[config.mk]
export PLATFORM = sky130hd
export DESIGN_NAME = regfile_wb_arbiter
export DESIGN_NICKNAME = d
export VERILOG_FILES = /design/src/rtl/regfile_wb_arbiter.sv
export SDC_FILE = /design/constraint.sdc
export NUM_CORES = 1
export LEC_CHECK = 0
export CAP_MARGIN = 25
export CORE_UTILIZATION = 50
export DETAILED_ROUTE_END_ITERATION = 8
export PLACE_DENSITY = 0.87
export SLEW_MARGIN = 20
export SYNTH_ARGS = -nofsm -noshare
export SYNTH_HDL_FRONTEND = slang
export SYNTH_SLANG_ARGS = --single-unit
[constraint.sdc]
create_clock -name CLK -period 11.1 [get_ports CLK]
set_input_delay 2.22 -clock CLK [delete_from_list [all_inputs] [get_ports CLK]]
set_output_delay 2.22 -clock CLK [all_outputs]
set_load 0.02 [all_outputs]
[src/rtl/regfile_wb_arbiter.sv]
// regfile_wb_arbiter
//
// Writeback scheduler sharing the two register-file write ports between four
// result producers (ALU lane 0, ALU lane 1, LSU, MUL/DIV). Each cycle up to two
// nonzero-address requests are granted in round-robin order, never two to the
// same destination register. Requests for register 0 are sunk immediately and
// take no port slot. Grants register into WE1/WA1/WD1 (slot 1) and
// WE2/WA2/WD2 (slot 2), so an accepted result is written one cycle later.
//
// Optional feature: define REGFILE_WB_ARB_PERF_EN to add the 16-bit saturating
// perf_stall_cnt output, which counts cycles in which at least one valid
// nonzero-address request was held off.

module regfile_wb_arbiter #(
  parameter int DATA_W = 32,
  parameter int ADDR_W = 5,
  parameter int NREQ   = 4
) (
  input  logic                   CLK,
  input  logic                   RST,
  input  logic [NREQ-1:0]        req_valid,
  input  logic [NREQ*ADDR_W-1:0] req_addr,
  input  logic [NREQ*DATA_W-1:0] req_data,
  output logic [NREQ-1:0]        req_ready,
  output logic                   WE1,
  output logic [ADDR_W-1:0]      WA1,
  output logic [DATA_W-1:0]      WD1,
  output logic                   WE2,
  output logic [ADDR_W-1:0]      WA2,
  output logic [DATA_W-1:0]      WD2
`ifdef REGFILE_WB_ARB_PERF_EN
  ,
  output logic [15:0]            perf_stall_cnt
`endif
);

  // The round-robin pointer is exactly wide enough to wrap modulo NREQ (4).
  localparam int PTR_W = 2;

  // ---------------------------------------------------------------------------
  // Request unpacking
  // ---------------------------------------------------------------------------
  logic [ADDR_W-1:0] addr_arr [NREQ];
  logic [DATA_W-1:0] data_arr [NREQ];
  logic [NREQ-1:0]   zero_addr;   // valid request aimed at register 0
  logic [NREQ-1:0]   valid_nz;    // valid request that needs a port slot

  for (genvar g = 0; g < NREQ; g++) begin : g_unpack
    assign addr_arr[g]  = req_addr[g*ADDR_W +: ADDR_W];
    assign data_arr[g]  = req_data[g*DATA_W +: DATA_W];
    assign zero_addr[g] = req_valid[g] && (addr_arr[g] == '0);
    assign valid_nz[g]  = req_valid[g] && (addr_arr[g] != '0);
  end

  // ---------------------------------------------------------------------------
  // State
  // ---------------------------------------------------------------------------
  logic [PTR_W-1:0]  rr_ptr_q, rr_ptr_d;
  logic              we1_q, we1_d;
  logic [ADDR_W-1:0] wa1_q, wa1_d;
  logic [DATA_W-1:0] wd1_q, wd1_d;
  logic              we2_q, we2_d;
  logic [ADDR_W-1:0] wa2_q, wa2_d;
  logic [DATA_W-1:0] wd2_q, wd2_d;

  // Slot selection results.
  logic              s1_vld, s2_vld;
  logic [PTR_W-1:0]  s1_idx, s2_idx;

  // Scan requesters from rr_ptr: first nonzero request takes slot 1, the next
  // one with a different destination takes slot 2.
  always_comb begin
    logic [PTR_W-1:0] cand;
    // NOTE: every variable gets a default before the loop, so no path leaves
    // it unassigned and no latch is inferred.
    s1_vld = 1'b0;
    s1_idx = '0;
    s2_vld = 1'b0;
    s2_idx = '0;
    cand   = '0;
    for (int k = 0; k < NREQ; k++) begin
      cand = rr_ptr_q + PTR_W'(k);
      if (valid_nz[cand]) begin
        if (!s1_vld) begin
          s1_vld = 1'b1;
          s1_idx = cand;
        end else if (!s2_vld && (addr_arr[cand] != addr_arr[s1_idx])) begin
          s2_vld = 1'b1;
          s2_idx = cand;
        end
      end
    end
  end

  // Ready: register-0 sinks always, nonzero requests only when granted a slot.
  // Nothing is accepted while RST is high, so grants in a reset cycle are lost
  // and their requesters keep holding.
  always_comb begin
    req_ready = '0;
    for (int i = 0; i < NREQ; i++) begin
      req_ready[i] = !RST && req_valid[i] &&
                     (zero_addr[i] ||
                      (s1_vld && (s1_idx == PTR_W'(i))) ||
                      (s2_vld && (s2_idx == PTR_W'(i))));
    end
  end

  // Next write-port contents; an unused slot drops WE and keeps WA/WD.
  always_comb begin
    we1_d = s1_vld;
    wa1_d = s1_vld ? addr_arr[s1_idx] : wa1_q;
    wd1_d = s1_vld ? data_arr[s1_idx] : wd1_q;
    we2_d = s2_vld;
    wa2_d = s2_vld ? addr_arr[s2_idx] : wa2_q;
    wd2_d = s2_vld ? data_arr[s2_idx] : wd2_q;
  end

  // Pointer moves past the last requester granted this cycle (slot 2 if used,
  // since it lies later in scan order); unchanged when nothing was granted.
  always_comb begin
    if (s2_vld) begin
      rr_ptr_d = s2_idx + PTR_W'(1);
    end else if (s1_vld) begin
      rr_ptr_d = s1_idx + PTR_W'(1);
    end else begin
      rr_ptr_d = rr_ptr_q;
    end
  end

  // Write-port and pointer registers with synchronous reset.
  always_ff @(posedge CLK) begin
    // NOTE: sequential state is updated with non-blocking assignments so all
    // registers sample their next-state values from the same edge.
    if (RST) begin
      rr_ptr_q <= '0;
      we1_q    <= 1'b0;
      wa1_q    <= '0;
      wd1_q    <= '0;
      we2_q    <= 1'b0;
      wa2_q    <= '0;
      wd2_q    <= '0;
    end else begin
      rr_ptr_q <= rr_ptr_d;
      we1_q    <= we1_d;
      wa1_q    <= wa1_d;
      wd1_q    <= wd1_d;
      we2_q    <= we2_d;
      wa2_q    <= wa2_d;
      wd2_q    <= wd2_d;
    end
  end

  assign WE1 = we1_q;
  assign WA1 = wa1_q;
  assign WD1 = wd1_q;
  assign WE2 = we2_q;
  assign WA2 = wa2_q;
  assign WD2 = wd2_q;

`ifdef REGFILE_WB_ARB_PERF_EN
  // ---------------------------------------------------------------------------
  // Stall counter
  // ---------------------------------------------------------------------------
  logic [15:0] perf_cnt_q, perf_cnt_d;
  logic        stall_any;

  assign stall_any = |(valid_nz & ~req_ready);

  // Count cycles where a nonzero-address request was held off; saturate.
  always_comb begin
    if (stall_any && (perf_cnt_q != 16'hFFFF)) begin
      perf_cnt_d = perf_cnt_q + 16'd1;
    end else begin
      perf_cnt_d = perf_cnt_q;
    end
  end

  // Stall counter register, cleared by reset.
  always_ff @(posedge CLK) begin
    if (RST) begin
      perf_cnt_q <= '0;
    end else begin
      perf_cnt_q <= perf_cnt_d;
    end
  end

  assign perf_stall_cnt = perf_cnt_q;
`endif

endmodule

==> results.toml <==
[timing]
setup_tns_ps = 0
slew_viol_final = 0
period_share_pct = 93.8
fmax_mhz = 96.0
fin_skew_ps = 9.19
rsz0062_at_grt = "no"
tightest_slew_ps = 1010
finalCriticalPeriod_ps = 10420
hold_violations = 0
hold_slack_ps = 467
relSlewSlack_pct = 32.6
setup_viol = 0
fin_ws_ps = 683

[cts]
cts_buffers = 9
clk_path_buf_depth = 2
clock-sinks = 78
h-tree-depth = 3
worstSkewPairLatency_ps = 350
cts_root_buf = "clkbuf_16"
postCtsSetupRepairBufs = 0
cts.hold.buffers_added = 0
clkSlewWorstSetupHoldPaths_ps = 70
cts_tree = "done"
ctsResizeCount = 0

[placement]
place_congestion = 1.05
dp.cells = 1221
numPortBuffers = 233
dp_hpwl_um = 17800
place_ws_ps = 827

[route]
vias = 7955
drcViolationCount = 0
via_per_inst = 6.42
drt_wl_total_um = 25500
first_pass_iters = 5
drtIter0Drc = 705
drtAntennaViolNets = 0
wl_per_cell_um = 20.6

[critical_path]
reg2reg_depth = 18
reg2reg_to = "WD2[21]$_SDFFE_PP0P_"
start_kind = "primary input"
worstPathRequired_ps = 8880
cp.arrival_ps = 8200
r2r_setup_slack_ps = 5080
end_kind = "output port"
timing.rr.start = "rr_ptr_q[0]$_SDFFE_PP0P_"
worstSetupPathType = "primary input to output port"
cp_max_fo = 13

[logic_synthesis]
yosys.area.top_type = "dfxtp_1"
synthTopCellsByCount = "nand2_1, mux2i_1, dfxtp_1"
synth.most_common_cell = "nand2_1"
synth_area_leaders = "dfxtp_1, mux2i_1, nand2_1"
ys_ff_latch = 78
synth_edf_count = 0
avgSynthCellArea_sq_um = 7.82
yosysUniqueCellTypes = 67
synth_warnings = 0
async_flop_share_pct = 0
syn_area_sq_um = 6780
synth_nets = 1022
synth_cells = 867
synth_top_area_share_pct = 23.0
ys_seq_area_share_pct = 23.0
synth_top_flop_cell = "dfxtp_1"

[worst_hold_path]
min-delay-start = "WD2[3]$_SDFFE_PP0P_"
hp-class = "register to register"
hold_path_end = "WD2[3]$_SDFFE_PP0P_"
holdPathStages = 2

[floorplan]
num_io_pins = 234
die_y_um = 118
core_sq_um = 13200
die_x_um = 118
num_rows = 42
start_util_pct = 51.2
die_area_sq_um = 14000

[grt]
grt_usage_pct = 36.1
grt_overflow = 0
antenna_found_initial = 1
grt_pass1_vias = 7582
grt_first_pass_wirelength_um = 40000
grt_max_degree = 78

[cells_and_area]
layoutNonFillerInstCount = 1239
syn_to_final_growth_pct = 39.8
nets = 1212
final_layout_size_suffix_gt1_share_pct = 8.57

[pwr]
p_total_w = 0.00302
ir_drop_mv = 0.214
leakagePower_nw = 3.65
powerDensity_nw_per_um2 = 318

[job]
maxCapViolations = 0

[run_status]
status = "finished clean"
## report_power, final
group | internal, W | switching, W | total (W)
logic | 0.000959 | 0.00131 | 0.00227
clock network | 0.000152 | 0.000130 | 0.000282
registers | 0.000401 | 0.0000644 | 0.000465
total | 0.00151 | 0.00151 | 0.00302
## registers in the layout (all words and copies together), names as in the netlist
| name | cells |
|---|---|
| WD2 | 32 |
| WA2 | 5 |
| WE1 | 1 |
| WA1 | 5 |
| rr_ptr_q | 2 |
| WD1 | 32 |
| WE2 | 1 |
## worst max path at each step
stage | startpoint | to | slack, ps | depth (start not counted)
2_1_floorplan | req_addr[12] | req_ready[0] | 2010 | 22
3_3_place_gp | req_addr[10] | req_ready[1] | 950 | 22
3_5_place_dp | req_addr[10] | req_ready[1] | 830 | 22
4_1_cts | req_addr[10] | req_ready[1] | 790 | 22
5_1_grt | req_addr[10] | req_ready[1] | 260 | 19
6_report | req_addr[10] | req_ready[1] | 680 | 22
## cell families (layout without fill, tap and decap cells)
| group | Yosys count | after routing | synth area share [%] |
|---|---|---|---|
| compound gates | 263 | 263 | 28.9 |
| xor+xnor | 16 | 16 | 2.07 |
| fa+ha+maj | 1 | 1 | 0.185 |
| buf+inv | 91 | 286 | 6.62 |
| flops | 78 | 78 | 23.0 |
| mux | 114 | 114 | 18.5 |
| other cells | 0 | 1 | 0 |
| simple gates | 304 | 304 | 20.7 |
## layer usage
layer | GRT usage [%] | wire length [um] | up-vias
met5 | 0 | 0 | -
met4 | 17.0 | 1180 | 0
li1 | - | - | 3642
met3 | 9.22 | 2380 | 96
met1 | 44.2 | 10300 | 3763
met2 | 59.0 | 11700 | 454
## critical path: stages
cell and delay [ps]:
clkdlybuf4s50_1 460, or4_4 600, o21ai_0 180, buf_4 170, nor2_1 40, o21ai_0 410, o21ai_0 230, ha_1 410
inv_1 300, nand2_1 110, and2_1 170, xnor2_1 120, nor4_1 250, mux2i_1 110, o21ai_0 290, nand2b_1 190
nand4_1 90, o21ai_0 410, a31o_2 440, a21oi_1 130, nor3b_1 220, clkdlybuf4s50_1 640
## placed cells by master (no fill, tap or decap), types with 5 or more instances in the layout
cell               n
and2_1            40
and3_1             7
xnor2_1           14
clkbuf_16          9
buf_4             26
nor4_1             7
a21oi_1           56
o21a_1             6
nor3_1            14
mux2_2             9
o221ai_2           5
clkdlybuf4s50_1  232
o221ai_1          36
a31oi_1            7
a211oi_1          48
a311oi_1          39
inv_1              9
mux2i_1           97
nand2_1          135
o21ai_0           23
mux4_2             8
dfxtp_1           78
nand3_1            8
nor2_1            70
## layout make-up
type | instances | area [sq um]
clock inverter | 5 | 35.0
tap | 176 | 220
antenna | 1 | 2.50
multi-input combinational | 698 | 4820
clock buffer | 11 | 233
sequential | 78 | 1560
fill | 1067 | 3760
inverter | 9 | 33.8
timing repair buffer | 261 | 2580
## stage by stage
step	utilization, %	cell area, sq um
2_1_floorplan	-	6780
3_3_place_gp	69.1	9150
3_5_place_dp	69.3	9180
4_1_cts	71.4	9450
5_1_grt	71.6	9480
6_report	71.6	9480
No activity file was read; power rests on OpenSTA's default activity.
==> variant (config.mk and constraints unchanged) <==
Add a define of `REGFILE_WB_ARB_PERF_EN`.
--- a/src/rtl/regfile_wb_arbiter.sv
+++ b/src/rtl/regfile_wb_arbiter.sv
@@ -12,2 +12,4 @@
 // nonzero-address request was held off.
+
+`define REGFILE_WB_ARB_PERF_EN
 
Function (old outputs only; new: perf_stall_cnt): kept (equiv_simple and equiv_induct, registers matched by name and starting in step).
==> variant against the unedited design <==
  * Power up 5.2%
  * Area after synthesis up 9.4%
  * Sequential cell count up 16
  * Routed wire length up 8.3%
  * Design area up 9.8%
  * Worst setup slack worse by 0.27 ns
  * Global-route usage down 0.93 points
  * Non-clock buffer count up 9
  * Sequential share of layout area up 1.6 points
  * Critical endpoint is now req_ready[3]
  * Largest cell class unchanged
==> variant: results (changes against the unedited design) <==
Post-Synth Adder-Cell Area 0.337% (+0.15 points); XOR/XNOR share of the synthesized area 1.54% (-0.53 points); largest net degree at the start of global routing 97 (+24%); status completed; Compound-Gate Fraction of Synth Area 21.7% (-7.2 points); comb pwr 2.22 mW (-2%); CP max-delay cell or4_4; drt first-iter violations 809 (+15%); Hold Path Sink WD1[30]$_SDFFE_PP0P_; Plain + repair buffers 270 (+3.4%); clock tree cell share of total cell area 3.79% (+0.96 points); routing usage on met2 55.5% (-3.5 points); I/O Buffers 249 (+6.9%); detail-routed via count per cell 6.55 (+2.0%); Sw Pwr 1.46 mW (-3.4%); Total GRT Usage 35.1% (-0.93 points); crit-path max FO 30 (+17); Worst Skew 0.00618 ns (-0.00301 ns); sequential share of the synthesized area 25.4% (+2.3 points); clock network power 0.409 mW (+45%); metal3 WL 2910 um (+22%); hold path start WD1[30]$_SDFFE_PP0P_; Synth Net Count 1015 (-0.68%); relative slew slack 29.4% (-3.1 points); Mapped Cells 859 (-0.92%); comb_multi_in 676 (-3.2%); Worst R2R Setup Slack 4.15 ns (-0.93 ns); M3 GR Usage 9.39% (+0.17 points); Worst VDD drop 180 uV (-16%); LEAKAGE 3.78 nW (+3.4%); vias in the first global route 7866 (+3.7%); Final HPWL DP 19400 um (+9.3%); M1 WL 10300 um (+0.25%); GPL Wtd Cong 0.958 (-8.9%); R2R depth 20 (+2); Antenna Cells 0 (-1); sequential cell area share 18.1% (+1.6 points); r2r endpoint perf_stall_cnt[7]$_SDFFE_PP0P_; met1 Usage GRT 43.1% (-1.1 points); share of layout cells above drive strength 1 14.6% (+6.0 points); Post-Route WL 27600 um (+8.3%); CP Data Arrival Time 8.47 ns (+0.27 ns); initial antenna violation count 0 (-1); fraction of area in multi-input gates 50.0% (-0.77 points); top cells by count, synth 110 x nand2_1, 94 x dfxtp_1, 87 x a21oi_1; post-route insts no fill 1253 (+1.1%); CP top delay family simple AND/OR/NAND/NOR gates
## variant: cell types whose count changed after synthesis, moves of 10 or more
cell / delta
mux2_2: +33
a211oi_1: -21
dfxtp_1: +16
o22ai_1: +14
a311oi_1: -38
o221ai_1: -36
nand3_1: +10
and2_1: -36
mux4_2: +39
nand2_1: -25
a21oi_1: +30
a22oi_1: +16
mux2i_1: -35
## variant: stage by stage
stage	setup WS [ns]	hold slack [ns]	power, mW	instance area, sq um	util [%]
final	0.410	0.453	3.17	10400	71.9
after global routing	0.0603	0.472	3.35	10400	71.9
after CTS	0.458	0.453	3.15	10400	71.9
after detailed placement	0.466	0.443	2.72	10000	69.2
after global placement	0.629	0.437	2.67	10000	69.2
after floorplan	1.45	0.530	2.08	7420	-
